$ cat src/rtl/irq_arbiter_if.sv
// Register bus and core trap handshake between irq_arbiter and its host.
// The master drives accesses and acks. The slave (the arbiter) answers them.
interface irq_arbiter_if;
   logic [1:0]  reg_addr;
   logic        reg_write;
   logic [31:0] reg_wdata;
   logic        reg_read;
   logic [31:0] reg_rdata;
   logic        irq_valid;
   logic [4:0]  irq_id;
   logic        irq_nmi;
   logic        irq_ack;
   logic        irq_complete;
   logic [4:0]  complete_id;

   modport master (
      output reg_addr, reg_write, reg_wdata, reg_read, irq_ack, irq_complete, complete_id,
      input  reg_rdata, irq_valid, irq_id, irq_nmi
   );

   modport slave (
      input  reg_addr, reg_write, reg_wdata, reg_read, irq_ack, irq_complete, complete_id,
      output reg_rdata, irq_valid, irq_id, irq_nmi
   );
endinterface

$ cat src/rtl/irq_arbiter.sv
// Fixed-priority interrupt arbiter: pending/enable registers, request/ack/complete sequencing
// and an NMI path that ignores masking and the in-service lock.
module irq_arbiter #(
   parameter int                 NUM_EXT   = 16,
   parameter logic [NUM_EXT-1:0] EDGE_MASK = 16'h0000
) (
   input  logic               clk,
   input  logic               rst,
   input  logic [NUM_EXT-1:0] externalInterrupts,
   input  logic               timerInterrupt,
   input  logic               NMI,
   irq_arbiter_if.slave       bus
);
   localparam int NUM_SRC = NUM_EXT + 1;

   // IDLE: nothing offered | REQ: presenting irq_id | WAIT: handler running, maskables locked
   typedef enum logic [1:0] {IDLE, REQ, WAIT} arbState_e;

   arbState_e          state;
   logic [NUM_SRC-1:0] enable;
   logic [NUM_SRC-1:0] pending;
   logic [NUM_SRC-1:0] pendingNext;
   logic [NUM_EXT-1:0] extPrev;
   logic               nmiPrev;
   logic               nmiPend;
   logic [4:0]         inService;
   logic [4:0]         winner;
   logic               nmiEdge;
   logic               nmiAck;
   logic               maskAck;
   logic               unusedWdata;

   assign unusedWdata = ^bus.reg_wdata[31:NUM_SRC];

   function automatic logic [4:0] lowestId(input logic [NUM_SRC-1:0] p);
      lowestId = '0;
      for (int i = NUM_SRC - 1; i >= 0; i--) begin
         if (p[i]) lowestId = 5'(i + 1);
      end
   endfunction

   always_comb begin
      nmiEdge     = NMI & ~nmiPrev;
      nmiAck      = bus.irq_ack & bus.irq_nmi;
      maskAck     = bus.irq_ack & ~bus.irq_nmi & (state == REQ);
      winner      = lowestId(pending);
      pendingNext = '0;
      for (int i = 0; i < NUM_EXT; i++) begin
         if (EDGE_MASK[i]) begin
            // a fresh edge beats a same-cycle ack or W1C clear
            pendingNext[i] = (externalInterrupts[i] & ~extPrev[i] & enable[i])
                           | (pending[i]
                              & ~(maskAck && bus.irq_id == 5'(i + 1))
                              & ~(bus.reg_write && bus.reg_addr == 2'd1 && bus.reg_wdata[i]));
         end else begin
            pendingNext[i] = externalInterrupts[i] & enable[i];
         end
      end
      pendingNext[NUM_EXT] = timerInterrupt & enable[NUM_EXT];
   end

   always_ff @(posedge clk) begin
      if (rst) begin
         state         <= IDLE;
         enable        <= '0;
         pending       <= '0;
         extPrev       <= '0;
         nmiPrev       <= 1'b0;
         nmiPend       <= 1'b0;
         inService     <= '0;
         bus.irq_valid <= 1'b0;
         bus.irq_id    <= '0;
         bus.irq_nmi   <= 1'b0;
         bus.reg_rdata <= '0;
      end else begin
         pending <= pendingNext;
         extPrev <= externalInterrupts;
         nmiPrev <= NMI;

         if (bus.reg_write && bus.reg_addr == 2'd0) enable <= bus.reg_wdata[NUM_SRC-1:0];

         if (nmiAck) begin
            nmiPend     <= nmiEdge;
            bus.irq_nmi <= 1'b0;
         end else begin
            nmiPend     <= nmiPend | nmiEdge;
            bus.irq_nmi <= nmiPend;
         end

         if (bus.reg_read) begin
            case (bus.reg_addr)
               2'd0:    bus.reg_rdata <= 32'(enable);
               2'd1:    bus.reg_rdata <= 32'(pending);
               2'd2:    bus.reg_rdata <= (state == WAIT) ? 32'(inService) : 32'd0;
               default: bus.reg_rdata <= '0;
            endcase
         end

         case (state)
            IDLE: begin
               if (|pending) begin
                  state         <= REQ;
                  bus.irq_valid <= 1'b1;
                  bus.irq_id    <= winner;
               end
            end
            REQ: begin
               if (maskAck) begin
                  // irq_id holds the serviced id until WAIT is left
                  state         <= WAIT;
                  inService     <= bus.irq_id;
                  bus.irq_valid <= 1'b0;
               end else if (pending == '0) begin
                  state         <= IDLE;
                  bus.irq_valid <= 1'b0;
                  bus.irq_id    <= '0;
               end else begin
                  bus.irq_id <= winner;
               end
            end
            WAIT: begin
               if (bus.irq_complete && bus.complete_id == inService) begin
                  state         <= IDLE;
                  bus.irq_id    <= '0;
               end
            end
            default: begin
               state         <= IDLE;
               bus.irq_valid <= 1'b0;
               bus.irq_id    <= '0;
            end
         endcase
      end
   end
endmodule

$ cat src/flat_wrapper.sv
// flat-port wrapper written by rule: the top's interface ports become plain ports
module irq_arbiter_flat 
#(
   parameter int                 NUM_EXT   = 16,
   parameter logic [NUM_EXT-1:0] EDGE_MASK = 16'h0000
)
  (clk, rst, externalInterrupts, timerInterrupt, NMI, bus_reg_addr, bus_reg_write, bus_reg_wdata, bus_reg_read, bus_irq_ack, bus_irq_complete, bus_complete_id, bus_reg_rdata, bus_irq_valid, bus_irq_id, bus_irq_nmi);
  irq_arbiter_if bus_i ();
  input  logic clk;
  input  logic rst;
  input  logic [NUM_EXT-1:0] externalInterrupts;
  input  logic timerInterrupt;
  input  logic NMI;
  input wire logic [$bits(bus_i.reg_addr)-1:0] bus_reg_addr;
  input wire logic [$bits(bus_i.reg_write)-1:0] bus_reg_write;
  input wire logic [$bits(bus_i.reg_wdata)-1:0] bus_reg_wdata;
  input wire logic [$bits(bus_i.reg_read)-1:0] bus_reg_read;
  input wire logic [$bits(bus_i.irq_ack)-1:0] bus_irq_ack;
  input wire logic [$bits(bus_i.irq_complete)-1:0] bus_irq_complete;
  input wire logic [$bits(bus_i.complete_id)-1:0] bus_complete_id;
  output wire logic [$bits(bus_i.reg_rdata)-1:0] bus_reg_rdata;
  output wire logic [$bits(bus_i.irq_valid)-1:0] bus_irq_valid;
  output wire logic [$bits(bus_i.irq_id)-1:0] bus_irq_id;
  output wire logic [$bits(bus_i.irq_nmi)-1:0] bus_irq_nmi;
  assign bus_i.reg_addr = bus_reg_addr;
  assign bus_i.reg_write = bus_reg_write;
  assign bus_i.reg_wdata = bus_reg_wdata;
  assign bus_i.reg_read = bus_reg_read;
  assign bus_i.irq_ack = bus_irq_ack;
  assign bus_i.irq_complete = bus_irq_complete;
  assign bus_i.complete_id = bus_complete_id;
  assign bus_reg_rdata = bus_i.reg_rdata;
  assign bus_irq_valid = bus_i.irq_valid;
  assign bus_irq_id = bus_i.irq_id;
  assign bus_irq_nmi = bus_i.irq_nmi;
  irq_arbiter #(.NUM_EXT(NUM_EXT), .EDGE_MASK(EDGE_MASK)) u_core (.clk(clk), .rst(rst), .externalInterrupts(externalInterrupts), .timerInterrupt(timerInterrupt), .NMI(NMI), .bus(bus_i));
endmodule
$ cat config.mk
export PLATFORM = sky130hd
export DESIGN_NAME = irq_arbiter_flat
export DESIGN_NICKNAME = d
export VERILOG_FILES = /design/src/rtl/irq_arbiter_if.sv /design/src/rtl/irq_arbiter.sv /design/src/flat_wrapper.sv
export SDC_FILE = /design/constraint.sdc
export NUM_CORES = 1
export LEC_CHECK = 0
export CAP_MARGIN = 40
export CORE_ASPECT_RATIO = 1.25
export CORE_MARGIN = 2
export CORE_UTILIZATION = 48
export DETAILED_ROUTE_END_ITERATION = 16
export MAX_ROUTING_LAYER = met4
export PLACE_DENSITY = 0.9
export SLEW_MARGIN = 20
export SYNTH_ARGS = -nofsm -noshare
export SYNTH_HDL_FRONTEND = slang
export SYNTH_SLANG_ARGS = --single-unit
$ cat constraint.sdc
create_clock -name clk -period 2.4 [get_ports clk]
set_input_delay 0.48 -clock clk [delete_from_list [all_inputs] [get_ports clk]]
set_output_delay 0.48 -clock clk [all_outputs]
set_load 0.01 [all_outputs]
* Word-level counts from Yosys, hierarchy flattened
Cells that the tools add are included.
** Storage, ports and cells
- Output and inout port bits :: 39
- Flip-flop bits (word level) :: 82
- Word-level logic and storage cells :: 89
- Input port bits :: 63
** Operators by class
- Reduce and logical (&&, ||, !) cells :: 11
- Mux-type cells :: 34
- Bitwise gates (word level) :: 25
- Eq/ne operators :: 9
** Operators with widths (count)
- two-way mux 5 bit :: 22
- case mux 32 bit (3 select lines) :: 1
- bitwise AND 1 bit :: 21
- logical NOT 17 bit :: 1
- OR reduction 17 bit :: 1
- case mux 5 bit (3 select lines) :: 1
- AND reduction 3 bit :: 3
- two-way mux 2 bit :: 4
- case mux 2 bit (3 select lines) :: 1
- equality test 5 bit :: 1
- equality test 2 x 1 -> 1 bit (second input constant) :: 2
- equality test 2 bit (second input constant) :: 2
- logical NOT 2 bit :: 2
- two-way mux 1 bit :: 4
- inequality test 2 bit (second input constant) :: 2
- inequality test 3 x 2 -> 1 bit (second input constant) :: 1
- NOT 1 bit :: 3
- case mux 1 bit (3 select lines) :: 1
- logical AND 1 bit :: 2
- inequality test 2 x 1 -> 1 bit (second input constant) :: 1
- AND reduction 2 bit :: 1
- OR reduction 2 bit :: 1
- OR 1 bit :: 1

* Logic depth before layout (Yosys ltp)
- Word-level depth :: 20
- Gate-level depth with buffers :: 7
- Mapped depth without buffers :: 5

* Worst setup path after synthesis
No wires, ideal clock.
- Path kind :: input to register
- Start point :: in bus_irq_ack
- End point :: reg u_core.bus.irq_id[1]
- Path buffers :: 1
- Stages on the path :: 6
- Setup slack :: 0.832 ns
- Setup time :: 0.117 ns
- Data arrival time :: 1.451 ns
- Required time :: 2.283 ns
- Cell sequence :: nor4bb_1 > buf_4 > nor3b_2 > a21oi_1 > o21ba_2 > a22o_1
** On the way
- Cells in the longest elaborated chain, start to end :: 4
** Ends and longest elaborated chain
- start, declared :: RTL line flat_wrapper.sv:18 : input wire logic [$bits(bus_i.irq_ack)-1:0] bus_irq_ack;
- bitwise AND 1 bit (2 in series) :: RTL line irq_arbiter.sv:45 : maskAck = bus.irq_ack & ~bus.irq_nmi & (state == REQ);
- inequality test 2 bit (no line)
- AND reduction 3 bit (no line)
- end signal, assigned :: RTL line irq_arbiter.sv:104 : bus.irq_id <= winner;
- end signal, assigned :: RTL line irq_arbiter.sv:118 : bus.irq_id <= winner;
- end, declared :: RTL line irq_arbiter_if.sv:23 : output reg_rdata, irq_valid, irq_id, irq_nmi
No other way between the ends.
A chain may end at the register's enable or synchronous reset.

* Final worst setup path
- Start point :: in bus_reg_addr[1]
- End point :: reg u_core.enable[2]
** On the way
- Cells in the longest elaborated chain, start to end :: 2
** Ends and longest elaborated chain
- start, declared :: RTL line flat_wrapper.sv:14 : input wire logic [$bits(bus_i.reg_addr)-1:0] bus_reg_addr;
- logical NOT 2 bit :: RTL line irq_arbiter.sv:80 : if (bus.reg_write && bus.reg_addr == 2'd0) enable <= bus.reg_wdata[NUM_SRC-1:0];
- logical AND 1 bit :: RTL line irq_arbiter.sv:80
- end signal, assigned :: RTL line irq_arbiter.sv:80
- end, declared :: RTL line irq_arbiter.sv:20 : logic [NUM_SRC-1:0] enable;
No other way between the ends.

==> results.json <==
{
  "clk_path_buf_depth": 2,
  "synth_top_cell_by_area": "dfxtp_1",
  "dr_total_vias": 2449,
  "max_slew.worst_pin.slew_ps": 617.5,
  "utilization_pct": 65.22,
  "grt_max_degree": 47,
  "post_cts_buffers": 0,
  "yosysSeqAreaShare_pct": 45.93,
  "grt_overflow": 0,
  "clk_pin_slew_ps": 70,
  "worstPathRequired_ps": 2670,
  "io_pins": 102,
  "worstHoldPathType": "reg2reg",
  "finalWorstSetupSlack_ps": 527.7,
  "fmax_mhz": 534.1,
  "synth_edf_count": 0,
  "numCtsBuffers": 9,
  "synth_top_area_share_pct": 45.93,
  "grtUsageTotal_pct": 22.19,
  "post-route-period-util_pct": 78.01,
  "ys.flop_type": "dfxtp_1",
  "cp_max_fo": 17,
  "fin_skew_ps": 5.046,
  "diodes": 0,
  "detail-route-antenna-nets": 0,
  "cts_sinks": 67,
  "final-seq-area_sq_um": 1341,
  "die_area_sq_um": 6728,
  "yosysUniqueCellTypes": 41,
  "netlist_area_sq_um": 2920,
  "synth_common_cells": "67 x dfxtp_1, 45 x a21oi_1, 45 x nand2_1, 33 x nor2_1, 17 x and3b_1",
  "final_nets": 462,
  "arrival_ps": 2140,
  "grt_pass1_vias": 2413,
  "hpwl_um": 5075,
  "yosysMostFrequentCell": "dfxtp_1",
  "root_buffer": "clkbuf_8",
  "port-buffer-count": 71,
  "place_area_sq_um": 3633,
  "grt_setup_unrepaired": "false",
  "die_w_um": 73.77,
  "setup_tns_ps": 0,
  "relSlewSlack_pct": 58.83,
  "hold_slack_ps": 425.9,
  "ys_ff_latch": 67,
  "yosys_warnings": 0,
  "maxSlewViolCount": 0,
  "fp-row-count": 31,
  "grt_antenna_before_repair": 0,
  "multi_input_comb_area_sq_um": 1420,
  "place_congestion": 0.8389,
  "die_y_um": 91.21,
  "finalHoldViolCount": 0,
  "cts_resized": 0,
  "drc": 0,
  "vdd.ir_drop.worst_mv": 0.3916,
  "synthCells": 329,
  "drv_cap": 0,
  "core-area_sq_um": 5857,
  "grt_pass1_wl_um": 11010,
  "start_kind": "primary input",
  "cts_tree": "built",
  "status": "completed",
  "viasPerCell": 5.049,
  "worstSkewPairLatency_ps": 340,
  "firstDrtPassIters": 4,
  "fillers": 490,
  "setup.worst_path.end_class": "flip-flop",
  "place_ws_ps": 204.1,
  "fin_area_sq_um": 3820,
  "wl_per_cell_um": 14.18,
  "initial_utilization_pct": 49.86,
  "drt_iter0_drc": 125,
  "postCtsHoldBufs": 0,
  "drive_gt1_share_pct": 7.940,
  "synthArstFlopShare_pct": 0,
  "crit_type": "in2reg",
  "power_density_nw_per_um2": 597.7,
  "cts_max_level": 3,
  "period_minus_slack_ps": 1872,
  "leakagePower_uw": 0.001564,
  "avgSynthCellArea_sq_um": 8.876,
  "finalSetupViolCount": 0,
  "syn2layout_area_growth_pct": 30.81,
  "synth_top_cells_by_area": "dfxtp_1 46%, a21oi_1 7.7%, nand2_1 5.8%, and3b_1 5.1%, nor2_1 4.2%",
  "drt-total-wl_um": 6879
}
[worst max-delay path, cell delays in order]
cell and delay, ps:
clkdlybuf4s50_1 560, nor2_1 220, and2_1 550, nand2_1 140
a21oi_1 190
[report_power, final]
group / total (uW) / internal (uW) / switching [uW]
logic: 269 / 149 / 120
clock network: 843 / 450 / 392
registers: 1170 / 1140 / 27.5
[path summary, 6_finish.rpt]
check                                     start                    to  slack [ps]  depth (start not counted)
worst max-delay path            bus_reg_addr[1]      u_core.enable[2]         530                          5
worst min-delay path             u_core.nmiPend    u_core.bus.irq_nmi         430                          2
worst max register to register  u_core.state[1]  u_core.bus.irq_id[1]         750                          6
worst min register to register   u_core.nmiPend    u_core.bus.irq_nmi         430                          2
[layout by cell type, fill, tap and decap left out, types with 7 or more instances in the layout]
cell | netlist | final
and3b_1 | 17 | 17
conb_1 | 1 | 15
clkbuf_8 | 0 | 12
nor2_1 | 33 | 33
a211oi_1 | 7 | 7
o21ai_0 | 8 | 8
clkdlybuf4s50_1 | 0 | 70
mux2_1 | 10 | 10
nand2_1 | 45 | 45
dfxtp_1 | 67 | 67
nor2b_1 | 16 | 16
inv_1 | 7 | 7
a21oi_1 | 45 | 45
[cell families (layout without fill, tap and decap cells)]
| kind of cell | after synthesis | in the layout | share of synthesized area (%) |
|---|---|---|---|
| AO/OA/AOI/OAI | 71 | 71 | 14.18 |
| XOR/XNOR | 5 | 5 | 1.757 |
| buffers and inverters | 39 | 99 | 7.241 |
| flip-flops | 67 | 67 | 45.93 |
| multiplexers | 17 | 17 | 6.341 |
| other | 1 | 15 | 0.1284 |
| AND/OR/NAND/NOR | 129 | 129 | 24.42 |
[area by class of cell]
type                            instances  area share, %
Timing Repair Buffer                   77          19.65
Inverter                                7         0.6878
Tap cell                               82          2.686
Sequential cell                        67          35.11
Multi-Input combinational cell        237          37.18
Clock buffer                           13          4.422
Clock inverter                          2         0.2620
[per-layer routing]
layer  up-vias  part of all wire (%)  track usage (%)
met5         -                     0                -
met4         0                   2.5            11.06
met3        17                   4.3            4.661
met2        75                    53            36.98
met1      1124                    40            24.49
li1       1233                     -                -
[flip-flops by register name, summed over array words and instances, names as in the netlist]
register              cells
u_core.bus.reg_rdata     17
u_core.enable            17
u_core.pending           17
u_core.bus.irq_id         5
u_core.inService          5
u_core.state              2
u_core.bus.irq_nmi        1
u_core.bus.irq_valid      1
u_core.nmiPend            1
u_core.nmiPrev            1
[per-stage QoR]
step                      power [uW]  std cells
after floorplan                 1341        343
after global placement          1454        469
after detailed placement        1462        469
after CTS                       2293        484
after global routing            2366        485
final                           2283        485
Note: power is estimated with default switching activity, not from simulation.
